### src/rtl/pulse_scheduler_mc.sv
// Multi-channel timed pulse scheduler: per-channel FIFOs of timestamped pulse
// instructions, released against a free-running timebase while in RUN.
module pulse_scheduler_mc #(
   parameter int NUM_CH = 4,
   parameter int DEPTH  = 8,
   parameter int TIME_W = 32
) (
   input  logic                                    clk,
   input  logic                                    rst,
   input  logic [TIME_W+31:0]                      pulse_inst_in,
   input  logic                                    pulse_inst_in_valid,
   output logic                                    pulse_inst_in_ready,
   input  logic                                    start,
   input  logic                                    stop,
   input  logic                                    flush,
   input  logic                                    err_clr,
   output logic [TIME_W-1:0]                       counter,
   output logic                                    running,
   output logic [NUM_CH-1:0]                       pulse_fire,
   output logic [NUM_CH*12-1:0]                    pulse_freq,
   output logic [NUM_CH*8-1:0]                     pulse_phase,
   output logic [NUM_CH*8-1:0]                     pulse_amp,
   output logic [NUM_CH*($clog2(DEPTH)+1)-1:0]     occupancy,
   output logic [NUM_CH-1:0]                       err_late,
   output logic                                    err_chan
);
   localparam int AW = $clog2(DEPTH);
   localparam int OW = AW + 1;
   localparam int EW = TIME_W + 28;
   localparam logic [0:0] IDLE = 1'b0;
   localparam logic [0:0] RUN  = 1'b1;

   logic [0:0]        state;
   logic [3:0]        in_ch;
   logic [EW-1:0]     in_entry;
   logic [15:0]       full_pad;
   logic [NUM_CH-1:0] full;
   logic              chan_bad;
   logic              accept;

   // Queue entry layout: {t_start, freq, phase, amp}
   assign in_ch    = pulse_inst_in[3:0];
   assign in_entry = {pulse_inst_in[TIME_W+31:32], pulse_inst_in[15:4],
                      pulse_inst_in[23:16], pulse_inst_in[31:24]};
   assign chan_bad = ({1'b0, in_ch} >= 5'(NUM_CH));
   assign pulse_inst_in_ready = !flush && (chan_bad || !full_pad[in_ch]);
   assign accept   = pulse_inst_in_valid && pulse_inst_in_ready;
   assign running  = (state == RUN);

   for (genvar gi = 0; gi < 16; gi++) begin : g_full
      if (gi < NUM_CH) begin : g_used
         assign full_pad[gi] = full[gi];
      end else begin : g_unused
         assign full_pad[gi] = 1'b0;
      end
   end

   always_ff @(posedge clk or posedge rst) begin
      if (rst) begin
         state   <= IDLE;
         counter <= '0;
      end else if (state == IDLE) begin
         if (start && !stop) begin
            state   <= RUN;
            counter <= '0;
         end
      end else begin
         counter <= counter + 1'b1;
         if (stop) state <= IDLE;
      end
   end

   always_ff @(posedge clk or posedge rst) begin
      if (rst)                    err_chan <= 1'b0;
      else if (accept && chan_bad) err_chan <= 1'b1;
      else if (err_clr)           err_chan <= 1'b0;
   end

   for (genvar gi = 0; gi < NUM_CH; gi++) begin : g_ch
      logic [EW-1:0]     mem [DEPTH];
      logic [AW-1:0]     rd_ptr;
      logic [AW-1:0]     wr_ptr;
      logic [OW-1:0]     count;
      logic [EW-1:0]     head;
      logic [TIME_W-1:0] d;
      logic              has_head;
      logic              push_now;
      logic              fire_now;
      logic              late_now;
      logic              pop_now;
      logic              fire_reg;
      logic              late_reg;
      logic [11:0]       freq_reg;
      logic [7:0]        phase_reg;
      logic [7:0]        amp_reg;

      // Head is read asynchronously so an entry is comparable the cycle after its push.
      assign head     = mem[rd_ptr];
      assign has_head = (count != '0);
      assign d        = head[EW-1 -: TIME_W] - counter;
      assign full[gi] = (count == OW'(DEPTH));
      assign push_now = accept && !chan_bad && (in_ch == 4'(gi));
      assign fire_now = running && has_head && (d == '0) && !flush;
      assign late_now = running && has_head && d[TIME_W-1] && !flush;
      assign pop_now  = fire_now || late_now;

      always_ff @(posedge clk) begin
         if (push_now) mem[wr_ptr] <= in_entry;
      end

      always_ff @(posedge clk or posedge rst) begin
         if (rst) begin
            rd_ptr <= '0;
            wr_ptr <= '0;
            count  <= '0;
         end else if (flush) begin
            rd_ptr <= '0;
            wr_ptr <= '0;
            count  <= '0;
         end else begin
            if (push_now) wr_ptr <= wr_ptr + 1'b1;
            if (pop_now)  rd_ptr <= rd_ptr + 1'b1;
            case ({push_now, pop_now})
               2'b10:   count <= count + 1'b1;
               2'b01:   count <= count - 1'b1;
               default: count <= count;
            endcase
         end
      end

      always_ff @(posedge clk or posedge rst) begin
         if (rst) begin
            fire_reg  <= 1'b0;
            late_reg  <= 1'b0;
            freq_reg  <= '0;
            phase_reg <= '0;
            amp_reg   <= '0;
         end else begin
            fire_reg <= fire_now;
            if (fire_now) begin
               freq_reg  <= head[27:16];
               phase_reg <= head[15:8];
               amp_reg   <= head[7:0];
            end
            if (late_now)     late_reg <= 1'b1;
            else if (err_clr) late_reg <= 1'b0;
         end
      end

      assign pulse_fire[gi]            = fire_reg;
      assign err_late[gi]              = late_reg;
      assign pulse_freq[gi*12 +: 12]   = freq_reg;
      assign pulse_phase[gi*8 +: 8]    = phase_reg;
      assign pulse_amp[gi*8 +: 8]      = amp_reg;
      assign occupancy[gi*OW +: OW]    = count;
   end
endmodule

### config.mk
export PLATFORM = sky130hd
export DESIGN_NAME = pulse_scheduler_mc
export DESIGN_NICKNAME = d
export VERILOG_FILES = /design/src/rtl/pulse_scheduler_mc.sv
export SDC_FILE = /design/constraint.sdc
export NUM_CORES = 2
export LEC_CHECK = 0
export BUFFER_PORTS_ARGS = -buffer_cell sky130_fd_sc_hd__buf_2
export CAP_MARGIN = 15
export CORE_MARGIN = 2
export CORE_UTILIZATION = 35
export DETAILED_ROUTE_END_ITERATION = 8
export SKIP_CTS_REPAIR_TIMING = 1
export SYNTH_ARGS = -nofsm -noshare
export SYNTH_HDL_FRONTEND = slang
export SYNTH_SLANG_ARGS = --single-unit
### constraint.sdc
create_clock -name clk -period 8.1 [get_ports clk]
set_clock_uncertainty 0.2 [all_clocks]
set_input_delay 0.81 -clock clk [delete_from_list [all_inputs] [get_ports clk]]
set_output_delay 0.81 -clock clk [all_outputs]
set_load 0.02 [all_outputs]
---- Word level (Yosys, flattened, before mapping) ----
Memories as Yosys holds them, arrays and structs flattened.
Index checks and enable logic that the tools add are counted.
W data, S select, Z words.
storage, ports and cells
  memories ................................ 4
  output and inout port bits .............. 171
  bits in writable memories ............... 1,920
  register bits ........................... 194
  word-level logic and storage cells ...... 187
memories
  memory       depth  width  rd ports  clocked after memory_dff  wr ports  line  source
  g_ch[0].mem  8      60     1         0                         1         80    logic [EW-1:0] mem [DEPTH];
  g_ch[1].mem  8      60     1         0                         1         80
  g_ch[2].mem  8      60     1         0                         1         80
  g_ch[3].mem  8      60     1         0                         1         80
cells by class
  equal/unequal tests ..................... 15
  add/subtract/negate cells ............... 21
  order comparisons ....................... 2
  reductions and logical operators ........ 65
  mux-type cells .......................... 45
operators by type and width
  kind                     number
  $logic_not A32 Y1        4
  $sub A32 B32 Y32         4
  $mux W32                 2
  $mux W3                  16
  $add A32 B1 Y32 const B  1
  $pmux W4 S2              4
  $logic_and A1 B1 Y1      29
  $reduce_bool A2 Y1       14
  $add A3 B1 Y3 const B    8
  $mux W1                  18
  $add A4 B1 Y4 const B    4
  $eq A4 B4 Y1 const B     4
  $mux W4                  4
  $reduce_bool A4 Y1       4
  $sub A4 B1 Y4 const B    4
  $reduce_bool A3 Y1       4
  $eq A2 B1 Y1 const B     4
  $eq A2 B2 Y1 const B     4
  $eq A4 B2 Y1 const B     2
  $logic_or A1 B1 Y1       5
  $lt A4 B5 Y1 const B     1
  $bmux W1 S4              1
  $eq A4 B1 Y1 const B     1
  $ge A4 B3 Y1 const B     1
  2 further kinds          5

---- Depth between registers and ports, before layout ----
  word-level depth ........................ 12
  depth in mapped cells ................... 26
  mapped depth without buffers ............ 22

---- Worst setup path before layout ----
No wires, ideal clock.
  path kind ............................... input to register
  from .................................... input pulse_inst_in[1]
  to ...................................... memory g_ch[0].mem[0][0] (netlist name) (enable)
  stages .................................. 8
  slack ................................... 503 ps
  buffers on the path ..................... 1
  required time ........................... 7,348 ps
  setup time .............................. 552 ps
  arrival time ............................ 6,845 ps
  cell sequence ........................... clkbuf_1 inv_1 a311oi_1 a21oi_1 or4_1 nor3_1 nand2b_1 nor3_1
on the way
  longest elaborated chain between the ends .. 10
  elaborated cells between the ends (all ways) .. 13
ends and longest elaborated chain
  element                            line  source
  start: declaration                 10    input logic [TIME_W+31:0] pulse_inst_in,
  $bmux W1 S4                        46    assign pulse_inst_in_ready = !flush && (chan_bad || !full_pad[in_ch]);
  $mux W1 (not written as such)      46
  $logic_not A1 Y1                   46
  $logic_or A1 B1 Y1                 46
  $logic_and A1 B1 Y1                46
  $logic_and A1 B1 Y1                47    assign accept = pulse_inst_in_valid && pulse_inst_in_ready;
  $logic_and A1 B1 Y1                102   assign push_now = accept && !chan_bad && (in_ch == 4'(gi));
  $logic_and A1 B1 Y1 (*)            102
  $mux W1 (*)                        108   if (push_now) mem[wr_ptr] <= in_entry;
  $mux W1 (not written as such) (*)  108
  end: declaration                   80
Every way passes the cells marked *; elsewhere a longest branch is shown, timed or not. The select of a mux whose other input is x is not followed.

---- Final worst setup path ----
  from .................................... register g_ch[2].rd_ptr[0]
  to ...................................... register g_ch[2].count[3]
on the way
  longest elaborated chain between the ends .. 9
  elaborated cells between the ends (all ways) .. 13
ends and longest elaborated chain
  element                                              line  source
  start: declaration                                   81    logic [AW-1:0] rd_ptr;
  start signal: assignment                             122   if (pop_now) rd_ptr <= rd_ptr + 1'b1;
  $mem_v2 Z8 W60 (*)                                   n/a
  $sub A32 B32 Y32 (*)                                 100   assign d = head[EW-1 -: TIME_W] - counter;
  $logic_not A32 Y1                                    103   assign fire_now = running && has_head && (d == '0) && !flush;
  $logic_and A1 B1 Y1 (2 in a row)                     103
  $logic_or A1 B1 Y1 (*)                               105   assign pop_now = fire_now || late_now;
  $eq A2 B1 Y1 / $eq A2 B2 Y1 (equally long branches)  123   case ({push_now, pop_now})
  $pmux W4 S2                                          123
  $mux W4                                              116   end else if (flush) begin
  end signal: assignment                               124   2'b10: count <= count + 1'b1;
  end signal: assignment                               125   2'b01: count <= count - 1'b1;
  end signal: assignment                               126   default: count <= count;
  end: declaration                                     83    logic [OW-1:0] count;
Every way passes the cells marked *; elsewhere a longest branch is shown, timed or not.
A chain may end at the register's enable or synchronous reset.

==> results.yml <==
routing:
  viasPerCell: 5.56
  dr.first_iter.drc_count: 5010
  wire_per_inst_um: 28.4
  routed_wl_um: 250000
  drc: 0
  drt_pass1_iterations: 5
  num_vias: 48800
  drtAntennaViolNets: 0
global_route:
  grt_pass1_vias: 49000
  antenna_found_initial: 30
  grt_first_pass_wirelength_um: 356000
  use_met2_pct: 31.4
  gr-usage-met3_pct: 3.51
  busiest_layer: "met2"
  met1_usage_pct: 26.2
  grt_max_degree: 69
  grt_overflow_total: 0
  gr-usage-all-layers_pct: 19.1
critical_path:
  required_ps: 8620
  worstSetupPathType: "register to register"
  crit_fanout: 26
  reg2reg_from: "g_ch[2].rd_ptr[0]$_DFFE_PP0P_"
  r2r_end: "g_ch[2].count[3]$_DFFE_PP0P_"
  start_kind: "register"
  critical_path_arrival_ps: 7610
  critical_path.endpoint_type: "register"
  r2r_setup_slack_ps: 1000
  worst-r2r-cell-count: 22
timing:
  hold_viol_final: 0
  rsz0062_at_grt: "no"
  slew_violations: 0
  period_needed_ps: 7100
  tightest_slew_ps: 1180
  setup_viol: 0
  max_freq_mhz: 141
  relSlewSlack_pct: 20.4
  setup_ws_ps: 1000
  post-route-period-util_pct: 87.6
  setup-tns-final_ps: 0
placed_design:
  dp_slack_ps: 1090
  port_buffers: 241
  dp_hpwl_um: 158000
  place_congestion: 0.907
synth:
  ys_types: 121
  ys_warn_count: 0
  synth_top_area_share_pct: 65.0
  synth.cell_area_um2: 88700
  synth_fa_ha_area_share_pct: 2.08
  synth_compound_area_share_pct: 5.00
  synth_cells: 4897
  synth_edf_count: 1920
  seq_area_frac_synth_pct: 70.5
  synth_top_family_by_area: "multiplexers"
  avgSynthCellArea_um2: 18.1
  synth_area_leaders: "edfxtp_1 65%, mux4_2 12%, dfrtp_1 5.5%"
  syn_nets: 5113
  yosysTopAreaCell: "edfxtp_1"
  synthArstFlopShare_pct: 9.18
  synth_top_flop_cell: "edfxtp_1"
  yosys.area_share.simple_pct: 4.71
  synthMuxAreaShare_pct: 15.5
  yosys.area_share.xor_xnor_pct: 0.801
  ys_ff_latch: 2114
power:
  p_leak_nw: 32.8
  ir_drop_uv: 208
  power_w: 0.0229
  power_density_nw_per_um2: 224
floorplanning:
  num_io_pins: 242
  core.rowCount: 184
  die_w_um: 507
  die_h_um: 507
  die-area_um2: 257000
  core-area_um2: 252000
  initial_core_util_pct: 35.3
status:
  status: "complete, no violations"
clock_network:
  cts_root_buf: "clkbuf_16"
  path_clk_slew_ps: 60
  cts-buffers-inserted: 211
  htreeDepth: 4
  cts_tree: "built"
  cts.sinks: 2114
  clk_path_buf_depth: 3
  clk-insertion-delay-late_ps: 880
job:
  drv_cap: 0
layout:
  mostFrequentLayoutCell: "edfxtp_1"
  multi_input_area_um2: 25200
  mostFrequentLayoutCells: "1920 x edfxtp_1, 480 x mux4_2, 260 x nand2_1, 241 x buf_2, 220 x o21ai_0"
  register_area_um2: 62600
  drive_above_1_share_pct: 26.0
  largest_register_ffs: 1920
  area_growth_pct: 14.9
  fill_cells: 22400
  finalNetCount: 5456
hold_path:
  hold_end: "running$_DFF_PP0_"
  whs_path_depth: 3
  min_from: "start"
  hold_path.class: "input pin to register"
cells in the mapped netlist (44+ instances only):
master,n
edfxtp_1,1920
nand4_1,44
ha_1,141
dfrtp_1,194
xnor2_1,46
nand3_1,70
mux4_2,480
a21oi_1,142
nor2_1,149
clkbuf_1,136
nor3_1,56
a21o_1,50
buf_1,49
mux2_2,127
o21ai_0,220
nand2b_1,44
mux2i_1,149
inv_1,75
nand2_1,261
logic make-up (layout without fill, tap and decap cells):
group	after synthesis	after routing
flops	2114	2114
simple gates	822	822
mux	757	757
compound gates	677	677
buf+inv	303	834
fa+ha+maj	145	145
xor+xnor	79	79
other cells	0	9
area by class of cell:
| cell class | count | area share (%) |
|---|---|---|
| antenna | 9 | 0.0221 |
| clock buffer | 259 | 5.53 |
| clock inverter | 142 | 1.74 |
| inverter | 76 | 0.287 |
| multi-input combinational | 2480 | 24.7 |
| sequential | 2114 | 61.4 |
| tap | 3348 | 4.11 |
| timing repair buffer | 357 | 2.22 |
report_power, final:
| part | internal (W) | leakage, nW | total [W] | switching (W) |
|---|---|---|---|---|
| combinational | 0.000182 | 9.26 | 0.000650 | 0.000468 |
| sequential | 0.0119 | 19.9 | 0.0119 | 0.0000219 |
| clock | 0.00598 | 3.60 | 0.0103 | 0.00429 |
| total | 0.0181 | 32.8 | 0.0229 | 0.00478 |
worst max-delay path by stage:
| stage | slack, ps | cells past startpoint | from | end |
|---|---|---|---|---|
| 4_1_cts | 1030 | 22 | g_ch[2].rd_ptr[0]$_DFFE_PP0P_ | g_ch[2].count[3]$_DFFE_PP0P_ |
| 5_1_grt | 580 | 22 | g_ch[2].rd_ptr[0]$_DFFE_PP0P_ | g_ch[2].count[3]$_DFFE_PP0P_ |
| 3_5_place_dp | 1090 | 22 | g_ch[2].rd_ptr[0]$_DFFE_PP0P_ | g_ch[2].count[3]$_DFFE_PP0P_ |
| 2_1_floorplan | 500 | 8 | pulse_inst_in[1] | g_ch[0].mem[0][0]$_DFFE_PP_ |
| 6_report | 1000 | 22 | g_ch[2].rd_ptr[0]$_DFFE_PP0P_ | g_ch[2].count[3]$_DFFE_PP0P_ |
| 3_3_place_gp | 950 | 22 | g_ch[2].rd_ptr[0]$_DFFE_PP0P_ | g_ch[2].count[3]$_DFFE_PP0P_ |
metrics by stage:
stage / instance area (um^2) / instances / util (%) / hold slack (ps)
after floorplan: 88700 / 4897 / - / 297
final: 102000 / 8785 / 40.5 / 34.0
after global routing: 102000 / 8780 / 40.5 / 26.4
after detailed placement: 94400 / 8373 / 37.5 / 268
after CTS: 102000 / 8774 / 40.5 / -258
after global placement: 94400 / 8371 / 37.5 / 262
metal layers:
layer,vias to the layer above,wire (um)
li1,20600,-
met1,26000,105000
met2,1859,121000
met3,343,17400
met4,14,6230
met5,-,89
critical path: stages, from the launching register on:
cell       delay [ps]
dfrtp_4           780
buf_4             310
mux4_2            510
mux2_2            280
ha_1              350
a21o_1            260
nor3_2            190
a21oi_1           110
a2111oi_0         630
o211ai_1          180
nor4_2            340
nand4_1           220
nor4_4            510
a21boi_4          170
nor2_1            250
ha_1              280
a21o_1            180
a21oi_1           420
o31ai_1           120
a311oi_1          270
and2_0            180
o31ai_1            80
o21a_1            140
No activity file was read; power rests on OpenSTA's default activity.
